===== src/rtl/askfsk_tx_core.sv =====
// ASK/FSK transmit core: MSB-first serializer, phase-continuous triangle DDS,
// per-bit modulation shaping and a glitch-free PWM output stage.
module askfsk_tx_core #(
    parameter int MSG_W   = 8,
    parameter int PHASE_W = 16,
    parameter int AMP_W   = 9,
    parameter int BAUD_W  = 16
) (
    input  logic               clk,
    input  logic               rst,
    input  logic               send,
    input  logic [MSG_W-1:0]   msg,
    input  logic [1:0]         mode,
    input  logic [BAUD_W-1:0]  baud_div,
    input  logic [PHASE_W-1:0] fword_one,
    input  logic [PHASE_W-1:0] fword_zero,
    output logic               busy,
    output logic               done,
    output logic               ser_bit,
    output logic [AMP_W-1:0]   sample,
    output logic               pwm_out
);

    localparam int IDX_W = $clog2(MSG_W);

    typedef enum logic {IDLE, DATA} state_t;

    state_t             state;
    logic [MSG_W-1:0]   shreg;
    logic [BAUD_W-1:0]  baud_q;
    logic [BAUD_W-1:0]  baud_cnt;
    logic [IDX_W-1:0]   bit_idx;
    logic [PHASE_W-1:0] phase;
    logic [PHASE_W-1:0] inc;
    logic [AMP_W-1:0]   t;
    logic [AMP_W-1:0]   tri_val;
    logic [AMP_W-1:0]   pwm_cnt;
    logic [AMP_W-1:0]   duty;

    // FSK only swaps the increment for 0 bits; every other mode runs on fword_one
    always_comb begin
        inc = fword_one;
        if (mode == 2'b01 && !ser_bit)
            inc = fword_zero;
    end

    always_comb begin
        t       = phase[PHASE_W-2 -: AMP_W];
        tri_val = phase[PHASE_W-1] ? ~t : t;
    end

    always_ff @(posedge clk or negedge rst) begin
        if (!rst) begin
            state    <= IDLE;
            busy     <= 1'b0;
            done     <= 1'b0;
            ser_bit  <= 1'b0;
            shreg    <= '0;
            baud_q   <= '0;
            baud_cnt <= '0;
            bit_idx  <= '0;
            phase    <= '0;
        end else begin
            done <= 1'b0;
            case (state)
                IDLE: begin
                    if (send) begin
                        state    <= DATA;
                        busy     <= 1'b1;
                        shreg    <= msg;
                        ser_bit  <= msg[MSG_W-1];
                        baud_q   <= baud_div;
                        baud_cnt <= '0;
                        bit_idx  <= IDX_W'(MSG_W - 1);
                        phase    <= '0;
                    end
                end
                DATA: begin
                    // phase runs straight through bit boundaries
                    phase <= phase + inc;
                    if (baud_cnt == baud_q) begin
                        baud_cnt <= '0;
                        if (bit_idx == '0) begin
                            state   <= IDLE;
                            busy    <= 1'b0;
                            done    <= 1'b1;
                            ser_bit <= 1'b0;
                        end else begin
                            bit_idx <= bit_idx - IDX_W'(1);
                            shreg   <= shreg << 1;
                            ser_bit <= shreg[MSG_W-2];
                        end
                    end else begin
                        baud_cnt <= baud_cnt + BAUD_W'(1);
                    end
                end
                default: state <= IDLE;
            endcase
        end
    end

    always_ff @(posedge clk or negedge rst) begin
        if (!rst) begin
            sample <= '0;
        end else if (!busy) begin
            sample <= '0;
        end else begin
            case (mode)
                2'b00:   sample <= ser_bit ? tri_val : '0;
                2'b10:   sample <= ser_bit ? tri_val : (tri_val >> 1);
                default: sample <= tri_val;
            endcase
        end
    end

    // duty reloads only at the period boundary so a period never changes shape
    always_ff @(posedge clk or negedge rst) begin
        if (!rst) begin
            pwm_cnt <= '0;
            duty    <= '0;
            pwm_out <= 1'b0;
        end else begin
            pwm_cnt <= pwm_cnt + AMP_W'(1);
            if (&pwm_cnt)
                duty <= sample;
            pwm_out <= (pwm_cnt < duty);
        end
    end

endmodule


===== config.mk =====
export PLATFORM = sky130hd
export DESIGN_NAME = askfsk_tx_core
export DESIGN_NICKNAME = d
export VERILOG_FILES = /design/src/rtl/askfsk_tx_core.sv
export SDC_FILE = /design/constraint.sdc
export NUM_CORES = 1
export LEC_CHECK = 0
export BUFFER_PORTS_ARGS = -buffer_cell sky130_fd_sc_hd__buf_2
export CORE_MARGIN = 2
export CORE_UTILIZATION = 35
export DETAILED_ROUTE_END_ITERATION = 10
export PLACE_DENSITY_LB_ADDON = 0.12
export REMOVE_ABC_BUFFERS = 1
export SYNTH_ARGS = -nofsm -noshare
export SYNTH_HDL_FRONTEND = slang
export SYNTH_SLANG_ARGS = --single-unit
export TNS_END_PERCENT = 5

===== constraint.sdc =====
create_clock -name clk -period 6.7 [get_ports clk]
set_input_delay 0.67 -clock clk [delete_from_list [all_inputs] [get_ports clk]]
set_output_delay 0.67 -clock clk [all_outputs]
set_load 0.01 [all_outputs]

# --- Yosys cells after proc, flatten, opt, wreduce, memory -nomap -nowiden ---
# Cells that the tools add are included.
word_totals:
  register_bits: 90
  inputBits: 61
op_classes:
  n_reduce_logical: 9
  n_addsub: 4
  n_eq_ne: 7
  bitwise_logic: 2
  mux: 33
  order_cmp: 1
op_table:
  columns: ["cell", "count"]
  rows:
  - ["one-hot mux 16 bit (2 select lines)", 2]
  - ["2-to-1 mux 16 bit", 3]
  - ["2-to-1 mux 9 bit", 4]
  - ["2-to-1 mux 7 bit", 3]
  - ["one-hot mux 9 bit (2 select lines)", 1]
  - ["adder 16 x 1 -> 16 bit, second input constant", 1]
  - ["adder 16 bit", 1]
  - ["equality test 16 bit", 1]
  - ["one-hot mux 7 bit (2 select lines)", 1]
  - ["2-to-1 mux 1 bit", 12]
  - ["adder 9 x 1 -> 9 bit, second input constant", 1]
  - ["less-than comparator 9 bit", 1]
  - ["2-to-1 mux 3 bit", 3]
  - ["inverter 9 bit", 1]
  - ["AND reduction 9 bit", 1]
  - ["one-hot mux 1 bit (2 select lines)", 3]
  - ["one-hot mux 3 bit (2 select lines)", 1]
  - ["AND reduction 3 bit", 2]
  - ["!= test 2 x 1 -> 1 bit, second input constant", 2]
  - ["!= test 2 bit, second input constant", 2]
  - ["AND reduction 2 bit", 2]
  - ["logical NOT 3 bit", 1]
  - ["subtractor 3 x 1 -> 3 bit, second input constant", 1]
  - ["equality test 2 x 1 -> 1 bit, second input constant", 1]
  - ["5 further kinds", 5]

# --- Logic depth before layout (Yosys ltp) ---
# Gate-level depths: netlist of run 1.
depth:
  depth_word: 5
  depth_mapped: 11
  depth_no_buf: 10

# --- Worst setup path after synthesis of run 1 ---
# Ideal clock, no wire load.
synth_path:
  path_type: "input-to-reg"
  from: "in mode[1]"
  to: "reg phase[10]"
  setup_ps: 121
  cell_stages: 11
  t_arrival_ps: 3150
  slack_ps: 3429
  path_cell_list: "nor3b_4 clkbuf_1 mux2_2 ha_1 inv_1 fa_1 o21ai_0 a211oi_1 o21ai_0 xor2_1 a22o_1"
synth_between:
  elab_chain_len: 5
synth_rtl:
  columns: ["item", "line_no", "source"]
  rows:
  - ["start, declared", "13", "input logic [1:0] mode,"]
  - ["equality test 2 x 1 -> 1 bit", "43", "if (mode == 2'b01 && !ser_bit)"]
  - ["logical AND 1 bit", "43", null]
  - ["2-to-1 mux 16 bit", "43", null]
  - ["adder 16 bit", "80", "phase <= phase + inc;"]
  - ["one-hot mux 16 bit (2 select lines)", "65", "case (state)"]
  - ["end signal, assigned", "80", null]
  - ["end, declared", "33", "logic [PHASE_W-1:0] phase;"]
# No other way between the ends.
# A chain may end at the register's enable or synchronous reset.

# --- Worst setup path in the final report of run 1 ---
layout_path:
  from: "reg ser_bit"
  to: "reg phase[10]"
layout_between:
  elab_chain_len: 5
layout_rtl:
  columns: ["item", "line_no", "source"]
  rows:
  - ["start, declared", "19", "output logic ser_bit,"]
  - ["start signal, assigned", "71", "ser_bit <= msg[MSG_W-1];"]
  - ["start signal, assigned", "91", "ser_bit <= shreg[MSG_W-2];"]
  - ["logical NOT 1 bit", "43", null]
  - ["logical AND 1 bit", "43", null]
  - ["2-to-1 mux 16 bit", "43", null]
  - ["adder 16 bit", "80", null]
  - ["one-hot mux 16 bit (2 select lines)", "65", null]
# No other way between the ends.

==> out/metrics.csv, run 1 <==
metric;value;unit
status;finished clean;
cell accounting for the most synthesized area;dfrtp_1;
Ports;74;
CTS Buf Count;9;
Die Ht;126;um
Num Clock Sinks;90;
first-pass GRT wire length;18700;um
number of diodes;0;
Slew HR;33.1;%
vias in the first global route;3841;
drt pass-1 iters;4;
YS warnings;0;
Post-Place Cell Area;5690;sq um
Tcrit/Tclk final;53.5;%
top cell type's share of synthesized area;43.4;%
Synth Register Bits;90;
H-tree depth;3;
Mean Syn Cell Area;10.5;sq um
Final Hold Violating Endpoints;0;
Seq/Total Area, Yosys;43.4;%
Site Rows;44;
core region area;14500;sq um
Cells after DPL;732;
Leak;2.82;nW
Synth area leaders;dfrtp_1 (43%), ha_1 (7.5%), mux2_2 (7.2%), xnor2_1 (5.6%), a21oi_1 (2.8%);
CTS resizes;0;
Final Setup Violations;0;
RSZ-0062 raised after global routing;false;
MaxCap Viol Count;0;
Synth cell types;57;
CTS tree;built;
Top cell by count, worst path;o21ai_0;
kind of critical path;reg -> reg;
largest net degree at the start of global routing;77;
dpl hpwl;7970;um
grt ovf;0;
gpl congestion;0.856;
final wirelength;11000;um
fin cells;748;
Layout Nets;652;
Crit. Startpoint;ser_bit;
mapped cell area;5190;sq um
Gate Count Post-Synth;495;
fin area;5980;sq um
synth cell count leaders;dfrtp_1 (90), mux2_2 (33), nand2_1 (33), xnor2_1 (33), ha_1 (31);
TNS Setup;0;ns
Worst Hold Class;in -> async;
P&R area growth vs syn;15.2;%
Worst Tran Pin Value;0.999;ns
post-CTS setup buffer count;0;
CP Launch Type;register;
Worst Setup End Kind;register;
initial antenna violation count;0;
# DRC;0;
Port Buf Inserts;73;
routed len/inst;14.8;um
Post-synth EDFFs;0;
DRT iter0 DRCs;265;
Hold Slack;0.173;ns
share of layout cells above drive strength 1;23.9;%
vias;3862;
root buffer cell;clkbuf_16;
clk_skew;0.00828;ns
Reg-to-Reg Start;ser_bit;
CP peak stage delay;0.81;ns
clk slew on worst S/H paths;0.06;ns
CP cell instances;nor3b_4 -> mux2_2 -> ha_1 -> inv_1 -> fa_1 -> o21ai_0 -> a211oi_1 -> o21ai_0 -> xor2_1 -> a22o_1;
worst skew pair latency;0.35;ns
ys flop type;dfrtp_1;
Max Clk Rate;279;MHz
worst path required time;6.93;ns
Hold-fix buffers, CTS;0;
Tot GR Track Use;14.6;%
Initial Util;35.7;%
chip width;126;um
Final Power;2.14;mW
fin crit period;3.58;ns
share of flip-flops with an asynchronous set or reset;100;%
ANT nets after route;0;
Critical Path Slowest Stage Cell;nor3b_4;
Crit Path Max Fanout;16;
top-count cell post-synth;dfrtp_1;
critical path arrival;3.82;ns
maximum vdd ir drop;0.135;mV
die area;15800;sq um
clk buf depth;2;
final slew viol count;0;
Vias/cell;5.16;
pwr dens;359;nW/um^2
-- logic make-up (layout without fill, tap and decap cells) --
kind of cell	count (synthesis)	after routing	share of synthesized area (%)
AO/OA/AOI/OAI	120	120	15.2
multiplexers	41	41	8.71
XOR/XNOR	45	45	7.74
adder cells (fa/ha/maj)	32	32	7.86
flip-flops	90	90	43.4
AND/OR/NAND/NOR	126	126	13.3
buffers and inverters	41	110	3.76
-- metrics by stage --
stage	util [%]	worst slack [ns]
after global placement	39.1	2.82
after CTS	41.1	3.07
after detailed placement	39.1	2.79
after floorplan	-	3.48
after global routing	41.1	2.85
final	41.1	3.12
-- power breakdown --
part,internal (mW),switching [mW]
clock network,0.283,0.211
registers,0.674,0.141
logic,0.431,0.405
total,1.39,0.757
-- layout make-up --
| cell class | count | area, sq um |
|---|---|---|
| multi-input cells | 364 | 2740 |
| clock buffers | 13 | 270 |
| clock inverters | 3 | 21.3 |
| flip-flops and latches | 90 | 2250 |
| repair buffers | 77 | 398 |
| fillers | 1457 | 8560 |
| well taps | 184 | 230 |
| inverters | 17 | 63.8 |
-- state kept, by name (all words and copies together) (netlist names), 3 cells and up --
signal and count:
baud_cnt 16, baud_q 16, bit_idx 3, duty 9, phase 16, pwm_cnt 9
sample 9, shreg 7
-- worst max-delay path, delay by kind of cell, from the launching register on --
family	cells	cell delay, ns
flops	1	0.49
buf+inv	1	0.07
fa+ha+maj	2	0.58
mux	1	0.31
xor+xnor	1	0.09
compound gates	4	1.10
simple gates	1	0.81
-- layer usage --
layer | part of all wire [%] | GRT usage (%) | routed length, um | vias up
met2 | 45 | 22.5 | 4950 | 95
met4 | 0.99 | 4.07 | 109 | 0
met5 | 0 | 0 | 0 | -
met1 | 49 | 20.2 | 5400 | 1845
met3 | 5.2 | 4.25 | 574 | 8
li1 | - | - | - | 1914
-- layout by cell type (no fill, tap or decap), types with 16 or more instances in the layout --
| cell type | Yosys | routed |
|---|---|---|
| dfrtp_1 | 90 | 90 |
| inv_1 | 17 | 17 |
| nand2_1 | 33 | 33 |
| mux2_2 | 33 | 33 |
| a22o_1 | 16 | 16 |
| buf_2 | 2 | 72 |
| xnor2_1 | 33 | 33 |
| o21ai_0 | 19 | 19 |
| ha_1 | 31 | 31 |
| nor2_1 | 18 | 18 |
| a21oi_1 | 29 | 29 |
-- worst paths after layout --
kind,end,slack (ns),cells past startpoint
worst max register to register,phase[10],3.12,10
min in group clk,bit_idx[0],0.49,1
max in group asynchronous,phase[6],5.29,2
worst min-delay path,duty[2],0.17,1
worst min register to register,bit_idx[0],0.49,1
worst max-delay path,phase[10],3.12,10
No activity file was read; power rests on OpenSTA's default activity.
==> run 2, diff against run 1 <==
==> constraint.sdc (replaced) <==
create_clock -name clk -period 3.3 [get_ports clk]
set_input_delay 0.33 -clock clk [delete_from_list [all_inputs] [get_ports clk]]
set_output_delay 0.33 -clock clk [all_outputs]
set_load 0.01 [all_outputs]
==> run 2 against run 1 <==
Combinational power rose by 110%. Non-clock buffer count increased by 4. Clock-buffer cell count shrank 3. Design area increased by 0.61%. Clock power is 100% higher. First-iteration DRC count down 10%. Sequential power rose by 100%. Final cell count is 0.40% higher. Maximum frequency increased by 20%. Clock skew is 0.00073 ns higher. Critical endpoint is now phase[15]. Largest cell class unchanged.
==> out/metrics.csv, run 2 (synthesis gave the netlist of run 1 again) <==
metric;value;unit;change
status;finished clean;;
Worst Setup End Kind;register;;
Reg-to-Reg Start;ser_bit;;
final slew viol count;0;;unchanged
Crit. Startpoint;ser_bit;;
final wirelength;11300;um;+2.8%
drt pass-1 iters;4;;unchanged
clk slew on worst S/H paths;0.06;ns;about the same
RSZ-0062 raised after global routing;false;;
gpl congestion;0.866;;+1.2%
dpl hpwl;8180;um;+2.5%
Largest regs;baud_cnt (16), baud_q (16), phase (16);;
worst path required time;3.58;ns;-3.35 ns
sequential power share;37.6;%;-0.4 points
root buffer cell;clkbuf_16;;
P_int;2.84;mW;+100%
vias;3871;;+0.23%
vias in the first global route;4012;;+4.5%
clk_skew;0.00901;ns;+0.000727 ns
Ports;74;;unchanged
setup ws final;0.319;ns;-2.80 ns
Filler cells;1463;;+0.41%
Site Rows;44;;unchanged
Post-Place Setup Slack;0.302;ns;-2.49 ns
share of layout cells above drive strength 1;24.3;%;+0.40 points
Slew HR;30.4;%;-2.7 points
DRT iter0 DRCs;238;;-10%
# DRC;0;;unchanged
Crit Path Max Fanout;16;;unchanged
kind of critical path;reg -> reg;;
CP cell instances;nor3b_4 -> buf_12 -> mux2_2 -> ha_1 -> a21oi_1 -> o21ai_1 -> a221oi_1 -> o21ai_0 -> or4b_1 -> nand3_1;;
post-CTS setup buffer count;0;;unchanged
fin area;6010;sq um;+0.61%
Clock Power Share;23.1;%;about the same
Max Clk Rate;335;MHz;+20%
maximum vdd ir drop;0.292;mV;+120%
CTS resizes;0;;unchanged
most frequent cells in the layout;dfrtp_1 (90), buf_2 (72), nand2_1 (33), xnor2_1 (33), mux2_2 (33);;
Hold-fix buffers, CTS;0;;unchanged
Final Setup Violations;0;;unchanged
H-tree depth;3;;unchanged
Leak;2.84;nW;+0.70%
TNS Setup;0;ns;unchanged
Num Clock Sinks;90;;unchanged
Final Power;4.39;mW;+100%
Worst Tran Pin Value;1.04;ns;+0.0400 ns
Sw Ratio;35.3;%;about the same
commonest non-fill, non-tap cell in the layout;dfrtp_1;;
Layout Nets;656;;+0.61%
chip width;126;um;unchanged
Post-Place Cell Area;5730;sq um;+0.75%
clk buf depth;2;;unchanged
family with the most delay on the worst path;simple AND/OR/NAND/NOR gates;;
number of diodes;0;;unchanged
CTS tree;built;;
Tcrit/Tclk final;90.3;%;+37 points
fin crit period;2.98;ns;-0.601 ns
worst path bufs/invs;1;;unchanged
footprint of the multi-input gates;2740;sq um;unchanged
initial antenna violation count;0;;unchanged
routed len/inst;15.1;um;+2.4%
Initial Util;35.7;%;unchanged
grt ovf;0;;unchanged
critical path arrival;3.26;ns;-0.56 ns
die area;15800;sq um;unchanged
CTS Buf Count;9;;unchanged
Die Ht;126;um;unchanged
CP peak stage delay;0.48;ns;-0.33 ns
largest net degree at the start of global routing;70;;-9.1%
Worst Hold Class;in -> async;;
ANT nets after route;0;;unchanged
Hold Slack;0.117;ns;-0.0563 ns
MaxCap Viol Count;0;;unchanged
Final Hold Violating Endpoints;0;;unchanged
core region area;14500;sq um;unchanged
Tot GR Track Use;15.2;%;+0.59 points
Port Buf Inserts;73;;unchanged
Switch Pwr;1.55;mW;+100%
first-pass GRT wire length;19500;um;+4.2%
Critical Path Slowest Stage Cell;or4b_1;;
Comb pwr share;39.3;%;+0.3 points
pwr dens;730;nW/um^2;+100%
Sequential Area;2250;sq um;unchanged
CP Launch Type;register;;
Vias/cell;5.15;;-0.17%
worst skew pair latency;0.35;ns;about the same
P&R area growth vs syn;15.9;%;
-- run 2: cell count changes in the layout (fill, tap and decap cells not counted) --
cell       before  now
clkinv_2        1    2
buf_4           5    8
buf_12          0    1
clkbuf_8        3    0
bufinv_16       0    1
clkinv_4        0    1
inv_6           1    0
-- run 2: worst reg2reg max path, cell delays in order, from the launching register on --
cell      delay (ns)
dfrtp_1         0.43
nor3b_4         0.23
buf_12          0.19
mux2_2          0.35
ha_1            0.36
a21oi_1         0.25
o21ai_1         0.12
a221oi_1        0.27
o21ai_0         0.15
or4b_1          0.48
nand3_1         0.09
-- run 2: through the flow --
stage / instances / utilization [%]
floorplan: 471 / -
global placement: 736 / 39.4
detailed placement: 736 / 39.4
CTS: 751 / 41.4
global route: 751 / 41.4
finish: 751 / 41.4
-- run 2: cell type report --
cell class                 count  area share (%)
sequential                    90            37.4
multi-input combinational    364            45.6
inverter                      17            1.06
clock inverter                 5           0.936
clock buffer                  10            3.81
timing repair buffer          81            7.32
tap                          184            3.83
-- run 2: worst paths after layout --
kind	end	slack, ns	cells past startpoint
worst max-delay path	phase[15]	0.32	10
worst min register to register	bit_idx[0]	0.48	1
worst min-delay path	duty[2]	0.12	1
worst max register to register	phase[15]	0.32	10
min in group clk	baud_q[7]	0.21	2
max in group asynchronous	baud_q[1]	2.46	2
-- run 2: power groups by stage --
stage	Combinational [mW]	Clock, mW	Sequential (mW)
2_1_floorplan	1.32	0	1.62
3_3_place_gp	1.70	0	1.67
3_5_place_dp	1.73	0	1.67
4_1_cts	1.74	1.05	1.65
5_1_grt	1.96	1.10	1.70
6_report	1.73	1.01	1.65
-- run 2: metal layers --
metal / up-vias / global-route usage (%) / share of wire, %
li1: 1922 / - / -
met1: 1868 / 20.6 / 49
met2: 68 / 23.8 / 45
met3: 13 / 4.33 / 4.5
met4: 0 / 4.59 / 1.4
met5: - / 0 / 0
==> run 3, diff against run 2 <==
--- a/config.mk
+++ b/config.mk
@@ -6,7 +6,7 @@
 export NUM_CORES = 1
 export LEC_CHECK = 0
 export BUFFER_PORTS_ARGS = -buffer_cell sky130_fd_sc_hd__buf_2
-export CORE_MARGIN = 2
+export CORE_MARGIN = 1
 export CORE_UTILIZATION = 35
 export DETAILED_ROUTE_END_ITERATION = 10
 export PLACE_DENSITY_LB_ADDON = 0.12
==> run 3 against run 2 <==
Clock-buffer cell count is 1 higher. Sequential cell count stayed put. Hold slack worse by 0.015 ns. Die area is 3.2% lower.
==> out/metrics.csv, run 3 (synthesis gave the netlist of run 1 again) <==
metric;value;unit;change
status;finished clean;;
CP Launch Type;register;;
clk_skew;0.00479;ns;-0.00421 ns
number of diodes;0;;unchanged
routed len/inst;14.9;um;-1.3%
share of layout cells above drive strength 1;24.6;%;+0.31 points
Initial Util;35.8;%;+0.14 points
Worst Setup End Kind;register;;
Filler cells;1421;;-2.9%
Hold-fix buffers, CTS;0;;unchanged
Worst Reg-to-Reg Cells;10;;unchanged
Leak;2.84;nW;about the same
Final Setup Violations;0;;unchanged
met1 Usage GRT;20.8;%;+0.28 points
Tot GR Track Use;15.7;%;+0.49 points
Vias/cell;5.14;;-0.37%
CTS resizes;0;;unchanged
Num Clock Sinks;90;;unchanged
clk buf depth;2;;unchanged
Final Power;4.42;mW;+0.77%
first-pass GRT wire length;18300;um;-5.9%
P&R area growth vs syn;16.2;%;
gpl congestion;0.899;;+3.8%
maximum vdd ir drop;0.390;mV;+34%
Crit Path Max Fanout;15;;-1
post-CTS setup buffer count;0;;unchanged
Worst Tran Pin Value;1.09;ns;+0.0501 ns
Cells after DPL;736;;unchanged
Max Clk Rate;337;MHz;+0.36%
Site Rows;44;;unchanged
Slew HR;27.0;%;-3.4 points
Tcrit/Tclk final;90.0;%;-0.33 points
final wirelength;11200;um;-1.2%
root buffer cell;clkbuf_16;;
Worst Hold Class;in -> async;;
Most Used Layer, Global Route;met2;;
TNS Setup;0;ns;unchanged
pwr dens;733;nW/um^2;+0.52%
# DRC;0;;unchanged
RSZ-0062 raised after global routing;false;;
worst path required time;3.58;ns;about the same
kind of critical path;reg -> reg;;
die area;15300;sq um;-3.2%
fin crit period;2.97;ns;-0.0108 ns
Layout Nets;656;;unchanged
chip width;124;um;-1.6%
fin cells;752;;+0.13%
Largest regs;baud_cnt (16), baud_q (16), phase (16);;
MaxCap Viol Count;0;;unchanged
DRT iter0 DRCs;200;;-16%
grt ovf;0;;unchanged
ANT nets after route;0;;unchanged
final slew viol count;0;;unchanged
Util after Layout;41.6;%;+0.26 points
H-tree depth;3;;unchanged
vias;3862;;-0.23%
met2 usage;24.3;%;+0.46 points
setup ws final;0.330;ns;+0.0108 ns
largest net degree at the start of global routing;65;;-7.1%
clk slew on worst S/H paths;0.07;ns;about the same
worst skew pair latency;0.34;ns;about the same
Ports;74;;unchanged
vias in the first global route;3808;;-5.1%
critical path arrival;3.25;ns;about the same
dpl hpwl;8120;um;-0.64%
drt pass-1 iters;4;;unchanged
commonest non-fill, non-tap cell in the layout;dfrtp_1;;
met3 global-route usage;4.90;%;+0.57 points
Post-Place Setup Slack;0.238;ns;-0.0633 ns
reg-to-reg slack, setup;0.33;ns;about the same
core region area;14500;sq um;-0.38%
Port Buf Inserts;73;;unchanged
most frequent cells in the layout;dfrtp_1 (90), buf_2 (72), nand2_1 (33), xnor2_1 (33), mux2_2 (33);;
CTS Buf Count;9;;unchanged
Final Hold Violating Endpoints;0;;unchanged
Die Ht;124;um;-1.6%
initial antenna violation count;2;;+2
CTS tree;built;;
-- run 3: cell count changes in the layout (fill, tap and decap cells not counted), sizes merged --
cell      before  now
inv           17   18
clkinvlp       1    2
clkbuf        10   11
clkinv         3    1
-- run 3: layer usage --
| metal | routed length, um | vias to the layer above |
|---|---|---|
| met4 | 135 | 4 |
| met5 | 26 | - |
| li1 | - | 1931 |
| met1 | 5420 | 1829 |
| met2 | 5000 | 85 |
| met3 | 621 | 13 |
-- run 3: critical path, cell delays in order (launching register included) --
cell and delay (ns):
dfrtp_1 0.44, nor3b_4 0.19, buf_6 0.21, mux2_2 0.35, ha_1 0.37, a21oi_2 0.21, o21ai_1 0.11, a221oi_1 0.26
o21ai_0 0.16, or4b_1 0.49, nand3_1 0.10
-- run 3: power by group --
part	internal, mW	switching (mW)	leakage [nW]
clock network	0.612	0.442	0.142
logic	0.889	0.831	1.60
registers	1.37	0.280	1.10
total	2.87	1.55	2.84
-- run 3: per-stage QoR --
step | cell area, sq um | hold WS, ns
finish | 6030 | 0.102
detailed placement | 5720 | 0.475
CTS | 6020 | 0.125
global placement | 5720 | 0.462
floorplan | 5060 | 0.0344
global route | 6030 | 0.165
-- run 3: path summary, 6_finish.rpt --
kind                                   from    endpoint
min in group clk                baud_div[4]   baud_q[4]
worst min register to register   bit_idx[0]  bit_idx[0]
worst max register to register      ser_bit   phase[15]
worst min-delay path                    rst  pwm_cnt[2]
max in group asynchronous               rst   baud_q[1]
worst max-delay path                ser_bit   phase[15]
-- run 3: area by class of cell --
class	instances	area (sq um)	area share, %
flip-flops and latches	90	2250	37.4
clock buffers	11	243	4.03
well taps	184	230	3.82
repair buffers	81	432	7.16
multi-input cells	364	2750	45.5
clock inverters	5	62.6	1.04
inverters	17	63.8	1.06
